File: src/rtl/led_scan_pkg.sv
// rtl/led_scan_pkg.sv - shared motion-mode and direction constants for the LED scanner
package led_scan_pkg;

  localparam logic [1:0] MODE_BOUNCE  = 2'd0;
  localparam logic [1:0] MODE_WRAP_UP = 2'd1;
  localparam logic [1:0] MODE_WRAP_DN = 2'd2;
  localparam logic [1:0] MODE_FILL    = 2'd3;

  localparam logic DIR_UP   = 1'b0;
  localparam logic DIR_DOWN = 1'b1;

endpackage

File: src/rtl/scan_prescaler.sv
// rtl/scan_prescaler.sv - step-rate prescaler; tick marks the last cycle of each DIV-cycle period
module scan_prescaler #(
  parameter int unsigned DIV = 5000000
) (
  input  logic CLK,
  input  logic CLR,
  input  logic en,
  output logic tick
);

  localparam logic [31:0] LAST = 32'(DIV - 1);

  logic [31:0] count;

  assign tick = en && (count == LAST);

  always_ff @(posedge CLK) begin
    if (CLR || !en || tick) begin
      count <= '0;
    end else begin
      count <= count + 32'd1;
    end
  end

endmodule

File: src/rtl/led_scanner.sv
// rtl/led_scanner.sv - Knight Rider LED scanner with run/stop button and four motion modes
// Optional trailing LED in modes 0-2 is built when LED_TRAIL_EN is defined.
module led_scanner
  import led_scan_pkg::*;
#(
  parameter int          N_LEDS = 10,
  parameter int unsigned DIV    = 5000000
) (
  input  logic                      CLK,
  input  logic                      CLR,
  input  logic                      OnOff,
  input  logic [1:0]                MODE,
  output logic [N_LEDS-1:0]         LEDRArray,
  output logic [$clog2(N_LEDS)-1:0] POS,
  output logic                      DIR,
  output logic                      RUN
);

  localparam int            PW   = $clog2(N_LEDS);
  localparam logic [PW-1:0] LAST = PW'(N_LEDS - 1);
  localparam logic [PW-1:0] ONE  = PW'(1);

  logic          sync1, sync2, btn_prev;
  logic [1:0]    warm;
  logic          armed;
  logic          fall, tick;
  logic [PW-1:0] next_pos;
  logic          next_dir;

  // armed blocks a button held through CLR from looking like a fresh press
  assign fall = armed & btn_prev & ~sync2;

  scan_prescaler #(.DIV(DIV)) u_prescaler (
    .CLK  (CLK),
    .CLR  (CLR),
    .en   (RUN & ~fall),
    .tick (tick)
  );

  always_comb begin
    next_pos = POS;
    next_dir = DIR;
    case (MODE)
      MODE_WRAP_UP: begin
        next_dir = DIR_UP;
        next_pos = (POS == LAST) ? '0 : POS + ONE;
      end
      MODE_WRAP_DN: begin
        next_dir = DIR_DOWN;
        next_pos = (POS == '0) ? LAST : POS - ONE;
      end
      MODE_BOUNCE, MODE_FILL: begin
        if (DIR == DIR_UP && POS == LAST) begin
          next_dir = DIR_DOWN;
          next_pos = LAST - ONE;
        end else if (DIR == DIR_DOWN && POS == '0) begin
          next_dir = DIR_UP;
          next_pos = ONE;
        end else begin
          next_pos = (DIR == DIR_UP) ? POS + ONE : POS - ONE;
        end
      end
    endcase
  end

  always_ff @(posedge CLK) begin
    if (CLR) begin
      sync1    <= 1'b1;
      sync2    <= 1'b1;
      btn_prev <= 1'b1;
      warm     <= 2'b00;
      armed    <= 1'b0;
      RUN      <= 1'b0;
      POS      <= '0;
      DIR      <= DIR_UP;
    end else begin
      sync1    <= OnOff;
      sync2    <= sync1;
      btn_prev <= sync2;
      warm     <= {warm[0], 1'b1};
      if (warm[1] && sync2) begin
        armed <= 1'b1;
      end
      // tick is already masked by fall, so a stop edge never advances POS
      if (fall) begin
        RUN <= ~RUN;
      end else if (tick) begin
        POS <= next_pos;
        DIR <= next_dir;
      end
    end
  end

`ifdef LED_TRAIL_EN
  logic [PW-1:0] prev;

  always_ff @(posedge CLK) begin
    if (CLR) begin
      prev <= '0;
    end else if (tick || (fall && !RUN)) begin
      prev <= POS;
    end
  end
`endif

  always_comb begin
    LEDRArray = '0;
    if (RUN) begin
      if (MODE == MODE_FILL) begin
        for (int i = 0; i < N_LEDS; i++) begin
          LEDRArray[i] = (PW'(i) <= POS);
        end
      end else begin
        LEDRArray[POS] = 1'b1;
`ifdef LED_TRAIL_EN
        LEDRArray[prev] = 1'b1;
`endif
      end
    end
  end

endmodule
File: config.mk
export PLATFORM = sky130hd
export DESIGN_NAME = led_scanner
export DESIGN_NICKNAME = d
export VERILOG_FILES = /design/src/rtl/led_scan_pkg.sv /design/src/rtl/scan_prescaler.sv /design/src/rtl/led_scanner.sv
export SDC_FILE = /design/constraint.sdc
export NUM_CORES = 1
export LEC_CHECK = 0
export ABC_AREA = 1
export CAP_MARGIN = 30
export CORE_MARGIN = 5
export CORE_UTILIZATION = 50
export DETAILED_ROUTE_END_ITERATION = 12
export DONT_BUFFER_PORTS = 1
export HOLD_SLACK_MARGIN = 0.06
export PLACE_DENSITY_LB_ADDON = 0.12
export SLEW_MARGIN = 10
export SYNTH_ARGS = -nofsm -noshare
export SYNTH_HDL_FRONTEND = slang
export SYNTH_SLANG_ARGS = --single-unit
File: constraint.sdc
create_clock -name CLK -period 1.8 [get_ports CLK]
set_input_delay 0.36 -clock CLK [delete_from_list [all_inputs] [get_ports CLK]]
set_output_delay 0.36 -clock CLK [all_outputs]
set_load 0.03 [all_outputs]
# After elaboration in Yosys (flattened, before gate mapping)

Cells that the tools add are included.

Logic and storage cells: 65
Flip-flop bits (word level): 44

Magnitude comparators: 12
$add $sub $neg: 3
Equality and inequality tests: 6
Reduce and logical (&&, ||, !) cells: 13
Mux-type cells: 14
Bitwise operators: 7

Operators with widths:

| kind                                                              | count |
|---|---|
| adder 32 x 1 -> 32 bit, second input constant                     | 1 |
| equality test 32 x 23 -> 1 bit, second input constant             | 1 |
| two-way mux 10 bit                                                | 2 |
| two-way mux 4 bit                                                 | 5 |
| less-or-equal comparator 3 x 4 -> 1 bit, first input constant     | 4 |
| case mux 4 bit (3 select lines)                                   | 1 |
| less-or-equal comparator 1 x 4 -> 1 bit, first input constant     | 2 |
| less-or-equal comparator 2 x 4 -> 1 bit, first input constant     | 2 |
| less-or-equal comparator 4 bit, first input constant              | 2 |
| logical AND 1 bit                                                 | 5 |
| < comparator 4 x 5 -> 1 bit, second input constant                | 1 |
| adder 4 x 1 -> 4 bit, second input constant                       | 1 |
| demux 1 bit (select 4 bit)                                        | 1 |
| equality test 2 bit, second input constant                        | 2 |
| equality test 4 bit, second input constant                        | 1 |
| greater-or-equal comparator 4 x 1 -> 1 bit, second input constant | 1 |
| logical NOT 4 bit                                                 | 1 |
| two-way mux 1 bit                                                 | 4 |
| inverter 1 bit                                                    | 4 |
| subtractor 4 x 1 -> 4 bit, second input constant                  | 1 |
| AND 1 bit                                                         | 3 |
| inequality test 3 bit, second input constant                      | 1 |
| case mux 1 bit (3 select lines)                                   | 1 |
| AND reduction 3 bit                                               | 1 |
| other kinds (6)                                                   | 7 |

# Longest topological paths before layout

Gate-level depths: netlist of run 1.

Word-level depth: 7
Gate-level depth with buffers: 11

# Cells and area by module

From an unflattened synthesis of run 1, not the netlist that was laid out.

Cell total of the unflattened synthesis: 456
Area, all modules: 2915.3 µm²

Modules (own cells, without submodules):

| module         | seq. area each (µm²) | area an instance (µm²) | cells an instance | times used |
|---|---|---|---|---|
| scan_prescaler | 640.6                | 1890.6                 | 303               | 1 |
| led_scanner    | 240.2                | 1024.7                 | 153               | 1 |

# Worst setup path before layout of run 1

Ideal clock, no wire load.

Path kind: reg2out
Start point: reg POS[0]
End point: out LEDRArray[9]
Data arrival time: 1956 ps
Data required time: 1440 ps
Path slack: -516 ps
Cell stages (with the launch flop): 6
Cells stage by stage: dfxtp_1 clkbuf_1 inv_1 nand2_1 nor2_1 nor4_1

Longest elaborated chain between the ends: 6
Elaborated cells between the ends (all ways): 8

Ends and longest elaborated chain:

| element                                                                                                                | RTL line           | RTL |
|---|---|---|
| from (decl)                                                                                                            | led_scanner.sv:14  | `output logic [$clog2(N_LEDS)-1:0] POS,` |
| from (signal assigned)                                                                                                 | led_scanner.sv:88  | `POS <= next_pos;` |
| < comparator 4 x 5 -> 1 bit (not written as such) / greater-or-equal comparator 4 x 1 -> 1 bit (equally long branches) | led_scanner.sv:114 | `LEDRArray[POS] = 1'b1;` |
| logical AND 1 bit (not written as such)                                                                                | led_scanner.sv:114 |  |
| two-way mux 1 bit (not written as such)                                                                                | led_scanner.sv:114 |  |
| demux 1 bit (select 4 bit)                                                                                             | led_scanner.sv:114 |  |
| two-way mux 10 bit *                                                                                                   | led_scanner.sv:109 | `if (MODE == MODE_FILL) begin` |
| two-way mux 10 bit *                                                                                                   | led_scanner.sv:108 | `if (RUN) begin` |
| to (decl)                                                                                                              | led_scanner.sv:13  | `output logic [N_LEDS-1:0] LEDRArray,` |

Every way passes the cells marked *; elsewhere a longest branch is shown, timed or not.

# Worst setup path in the final report of run 1

Start point: reg POS[0]
End point: out LEDRArray[8]

The elaborated chain is that of the path after synthesis.

==> out/metrics.cfg, run 1 <==
[run_status]
outcome=finished with violations
violations=negative setup slack

[clock_tree]
clkTransAtPathRegs_ns=0.08
postCtsHoldBufs=0
numCtsBuffers=5
cts.htree.levels=2
clock_tree.root_cell=clkbuf_8
cts_tree=done
cts.path.max_buffers=2
cts_sinks=44
clock_latency_ns=0.30

[yosys]
yosysSeqAreaShare=0.314
ys_warn_count=0
syn_area_per_cell_um2=6.03
synth_top_area_share=0.314
synth-edff-count=0
syn_area_um2=2810
synth_cell_types=27
ys_seq_elements=44
synth_nets=478
yosysTopAreaCell=dfxtp_1
ys_async_sr_fraction=0
synth.area.top_cells=dfxtp_1 (31%), nand2_1 (18%), nor2_1 (13%)
postSynthCellCount=465
synth-main-ff-cell=dfxtp_1

[placed_design]
dpl.cell_count=557
gp_congestion=0.926
port_buffers=0
dp_slack_ns=0.0986
dp_hpwl_um=5890

[sta]
fin_tns_setup_ns=-0.00281
rsz0062_at_grt=yes
tightest_slew_ns=0.447
relSlewSlack=0.699
finalMaxSlewViolations=0
hold_violations=0
period_share=1.00
worst_slack_ns=-0.00281
fmax_mhz=555
setup_viol=1
finClkSkew_ns=0.0107
finalCriticalPeriod_ns=1.80

[power_and_ir_drop]
finalPower_mw=1.85
leakage_nw=1.23
ir_drop_mv=0.570
p_per_area_nw_per_um2=523

[drt]
routed_via_density=5.27
ant_nets=0
dr.pass1.iters=5
wl_per_cell_um=13.6
vias=3042
drc=0
initialDrtViolationCount=218
wl_um=7840

[setup_path]
cp-end-kind=output pin
crit_type=reg -> out
reg2reg_slack_ns=0.21
r2r_cells=9
path_max_fanout=5
arrival_ns=1.44
start_kind=register
reg2reg_from=u_prescaler.count[0]
reg2reg_to=u_prescaler.count[20]
cp.required_ns=1.44

[final_layout]
layout_common_cells=nand2_1 (129), nor2_1 (91), inv_1 (46), dfxtp_1 (38), buf_4 (32)
n_antenna_cell=0
n_fill_cell=527
multi_input_area_um2=1860
layout_commonest_cell=nand2_1
final_cells=577
drive_above_1_share=0.182
fin_util=0.645
fin_nets=517
syn_to_final_growth_pct=25.8
regArea_um2=896

[floorplan]
die_area_um2=7210
std_cell_rows=27
dieWidth_um=84.9
dieHeight_um=84.9
pin_count=21
start_util=0.513
coreArea_um2=5470

[global_routing]
met3_usage=0.0427
use_met1=0.283
busiest_layer=met2
use_met2=0.379
grt_max_degree=33
grt_pass1_vias=2884
grt_pass1_wl_um=13300
antenna_found_initial=0
overflow=0
grt_use_total=0.222

[min_path]
hold_path.class=in -> reg
min_to=POS[0]
hold_depth=1
min_from=CLR

[job]
drv_cap=0

routing by layer:
layer,share of wire,vias to the layer above
li1,-,1548
met1,0.44,1377
met2,0.49,101
met3,0.055,16
met4,0.021,0
met5,0,-
power breakdown:
group	internal (mW)	switching (mW)
logic	0.0226	0.0405
registers	0.975	0.00312
clock network	0.454	0.351
total	1.45	0.394
kinds of logic (layout without fill, tap and decap cells):
group,after synthesis,count (layout),share of synthesized area
AO/OA/AOI/OAI,47,47,0.0883
XOR/XNOR,11,11,0.0343
adder cells (fa/ha/maj),8,8,0.0357
buffers and inverters,59,99,0.0879
flip-flops,44,44,0.314
AND/OR/NAND/NOR,296,296,0.440
cell usage after synthesis (all sizes together) (2+ instances only):
cell,n
a21oi,34
a221oi,2
buf,4
clkbuf,4
dfxtp,44
ha,8
inv,51
nand2,135
nand3,33
nand3b,6
nand4,7
nor2,98
nor3,10
o21ai,9
or2,5
xnor2,3
xor2,8
how the worst max path moves through the flow:
| stage | from | end | slack, ns | cells past startpoint |
|---|---|---|---|---|
| final | POS[0] | LEDRArray[8] | -0.003 | 5 |
| after CTS | POS[0] | LEDRArray[7] | -0.005 | 4 |
| after global placement | u_prescaler.count[1] | POS[2] | 0.1 | 10 |
| after global routing | POS[2] | LEDRArray[7] | -0.06 | 5 |
| after detailed placement | u_prescaler.count[1] | POS[2] | 0.1 | 10 |
| after floorplan | RUN | LEDRArray[2] | -0.04 | 3 |
repair_timing:
action | CTS | global route
pin swaps | 5 | 8
gates cloned | 0 | 0
resized for setup | 23 | 22
setup endpoints to repair | 9 | 18
buffers inserted | 7 | 5
registers in the layout, summed over array words and instances, names as in the netlist:
register and cells:
DIR 1, POS 4, RUN 1, armed 1, btn_prev 1, sync1 1, sync2 1, u_prescaler.count 32
warm 2
final cells by class:
| type | count | share of cell area |
|---|---|---|
| Clock buffer | 6 | 0.0234 |
| Clock inverter | 2 | 0.0110 |
| Inverter | 51 | 0.0560 |
| Multi-Input combinational cell | 362 | 0.527 |
| Sequential cell | 44 | 0.254 |
| Tap cell | 72 | 0.0255 |
| Timing Repair Buffer | 40 | 0.103 |
critical path: stages, from the launching register on:
cell and delay [ns]:
dfxtp_4 0.39, inv_2 0.11, ha_4 0.17, nand2_1 0.07, a211oi_2 0.21, buf_4 0.20
metrics by stage:
step | instance area [µm²] | hold WS, ns
3_3_place_gp | 3170 | 0.394
5_1_grt | 3530 | 0.0998
6_report | 3530 | 0.115
3_5_place_dp | 3170 | 0.401
2_1_floorplan | 2890 | 0.388
4_1_cts | 3410 | 0.111
(Power assumes the default switching activity.)
==> run 2: changes to the inputs <==
TNS_END_PERCENT = 20   (was not set)
==> out/metrics.cfg, run 2 (synthesized netlist as in run 1, its figures left out) <==
[run_status]
outcome=finished, final reports clean

[global_routing]
grt_max_degree=33
grt_use_total=0.222
overflow=0
grt_pass1_vias=2870
grt_pass1_wl_um=13300
antenna_found_initial=0

[clock_tree]
clock_tree.root_cell=clkbuf_8
cts.path.max_buffers=2
clock_latency_ns=0.29
numCtsBuffers=5
cts_sinks=44
cts_tree=done
cts.htree.levels=2
clkTransAtPathRegs_ns=0.08

[drt]
wl_per_cell_um=13.9
initialDrtViolationCount=216
vias=3070
ant_nets=0
drc=0
dr.pass1.iters=7
wl_met1_um=3470
detailroute.wirelength.met2_um=3680
routed_via_density=5.39
highest_layer=met4
wl_um=7900
wl_met3_um=528

[sta]
finClkSkew_ns=0.00638
finalMaxSlewViolations=0
relSlewSlack=0.698
finalCriticalPeriod_ns=1.77
rsz0062_at_grt=yes
period_share=0.986
hold_violations=0
hold_ws_ns=0.118
setup_viol=0
tightest_slew_ns=0.449
fmax_mhz=564
worst_slack_ns=0.0260

[final_layout]
regMostFlops=u_prescaler.count
final_cells=570
fin_util=0.628
layout_commonest_cell=nand2_1
fin_nets=511
reg.largest.list=u_prescaler.count: 32 flops, POS: 4 flops, warm: 2 flops
drive_above_1_share=0.165
n_antenna_cell=0
layout_common_cells=nand2_1 (131), nor2_1 (90), inv_1 (46), dfxtp_1 (40), nand3_1 (32)
largest_reg_flops=32
syn_to_final_growth_pct=22.6

[setup_path]
cp-end-kind=output pin
arrival_ns=1.41
cp.required_ns=1.44
crit_type=reg -> out
path_max_fanout=6
start_kind=register

[placed_design]
dp_slack_ns=0.0747
dp_hpwl_um=6070
port_buffers=0
dpl.cell_count=557
gp_congestion=0.920

[floorplan]
pin_count=21
dieHeight_um=84.9
std_cell_rows=27
start_util=0.513
dieWidth_um=84.9
die_area_um2=7210
coreArea_um2=5470

[power_and_ir_drop]
p_per_area_nw_per_um2=540
ir_drop_mv=0.365
leakage_nw=1.19
finalPower_mw=1.86

[min_path]
hold_path.class=in -> reg

[job]
drv_cap=0

[run 2: cell count changes in the layout (fill, tap and decap cells not counted), moves of 2 or more]
cell | before | now
buf_12 | 3 | 1
buf_4 | 32 | 29
buf_8 | 2 | 0
dfxtp_1 | 38 | 40
dfxtp_2 | 3 | 1
nand2_1 | 129 | 131
[run 2: path summary, 6_finish.rpt]
kind                        startpoint      endpoint  slack [ns]  depth (start not counted)
hold reg to reg                warm[0]       warm[1]        0.41                          2
setup reg to reg  u_prescaler.count[1]        POS[2]        0.18                         10
hold / removal                     CLR        POS[0]        0.12                          1
setup / recovery                POS[0]  LEDRArray[5]        0.03                          4
[run 2: power breakdown]
part / switching, mW / internal, mW / total [mW]
Combinational: 0.0396 / 0.0211 / 0.0607
Clock: 0.329 / 0.490 / 0.820
Sequential: 0.00300 / 0.975 / 0.978
Total: 0.372 / 1.49 / 1.86
[run 2: metal layers]
layer / global-route usage / vias up
li1: - / 1532
met1: 0.282 / 1383
met2: 0.380 / 134
met3: 0.0359 / 21
met4: 0.0791 / 0
met5: 0 / -
[run 2: stage by stage]
stage	TNS, ns	cell area [µm²]
CTS	-0.00630	3340
finish	0	3440
global route	-0.0309	3440
floorplan	-0.261	2890
global placement	0	3140
detailed placement	0	3140
[run 2: timing repair]
action / CTS / global route
pin swaps: 2 / 6
setup buffers: 2 / 4
hold buffers: 0 / 0
setup endpoints to repair: 10 / 16
resized for setup: 19 / 22
[run 2: cell type report]
cell class | instances | area [µm²]
clock buffers | 6 | 93.8
well taps | 72 | 90.1
inverters | 51 | 196
multi-input cells | 362 | 1850
repair buffers | 34 | 283
flip-flops and latches | 44 | 893
clock inverters | 1 | 30.0
fillers | 524 | 2030
[run 2: critical path, stage by stage, from the launching register on]
cell      delay [ns]
dfxtp_4         0.43
buf_6           0.16
o21ai_2         0.07
a221oi_4        0.29
buf_6           0.17
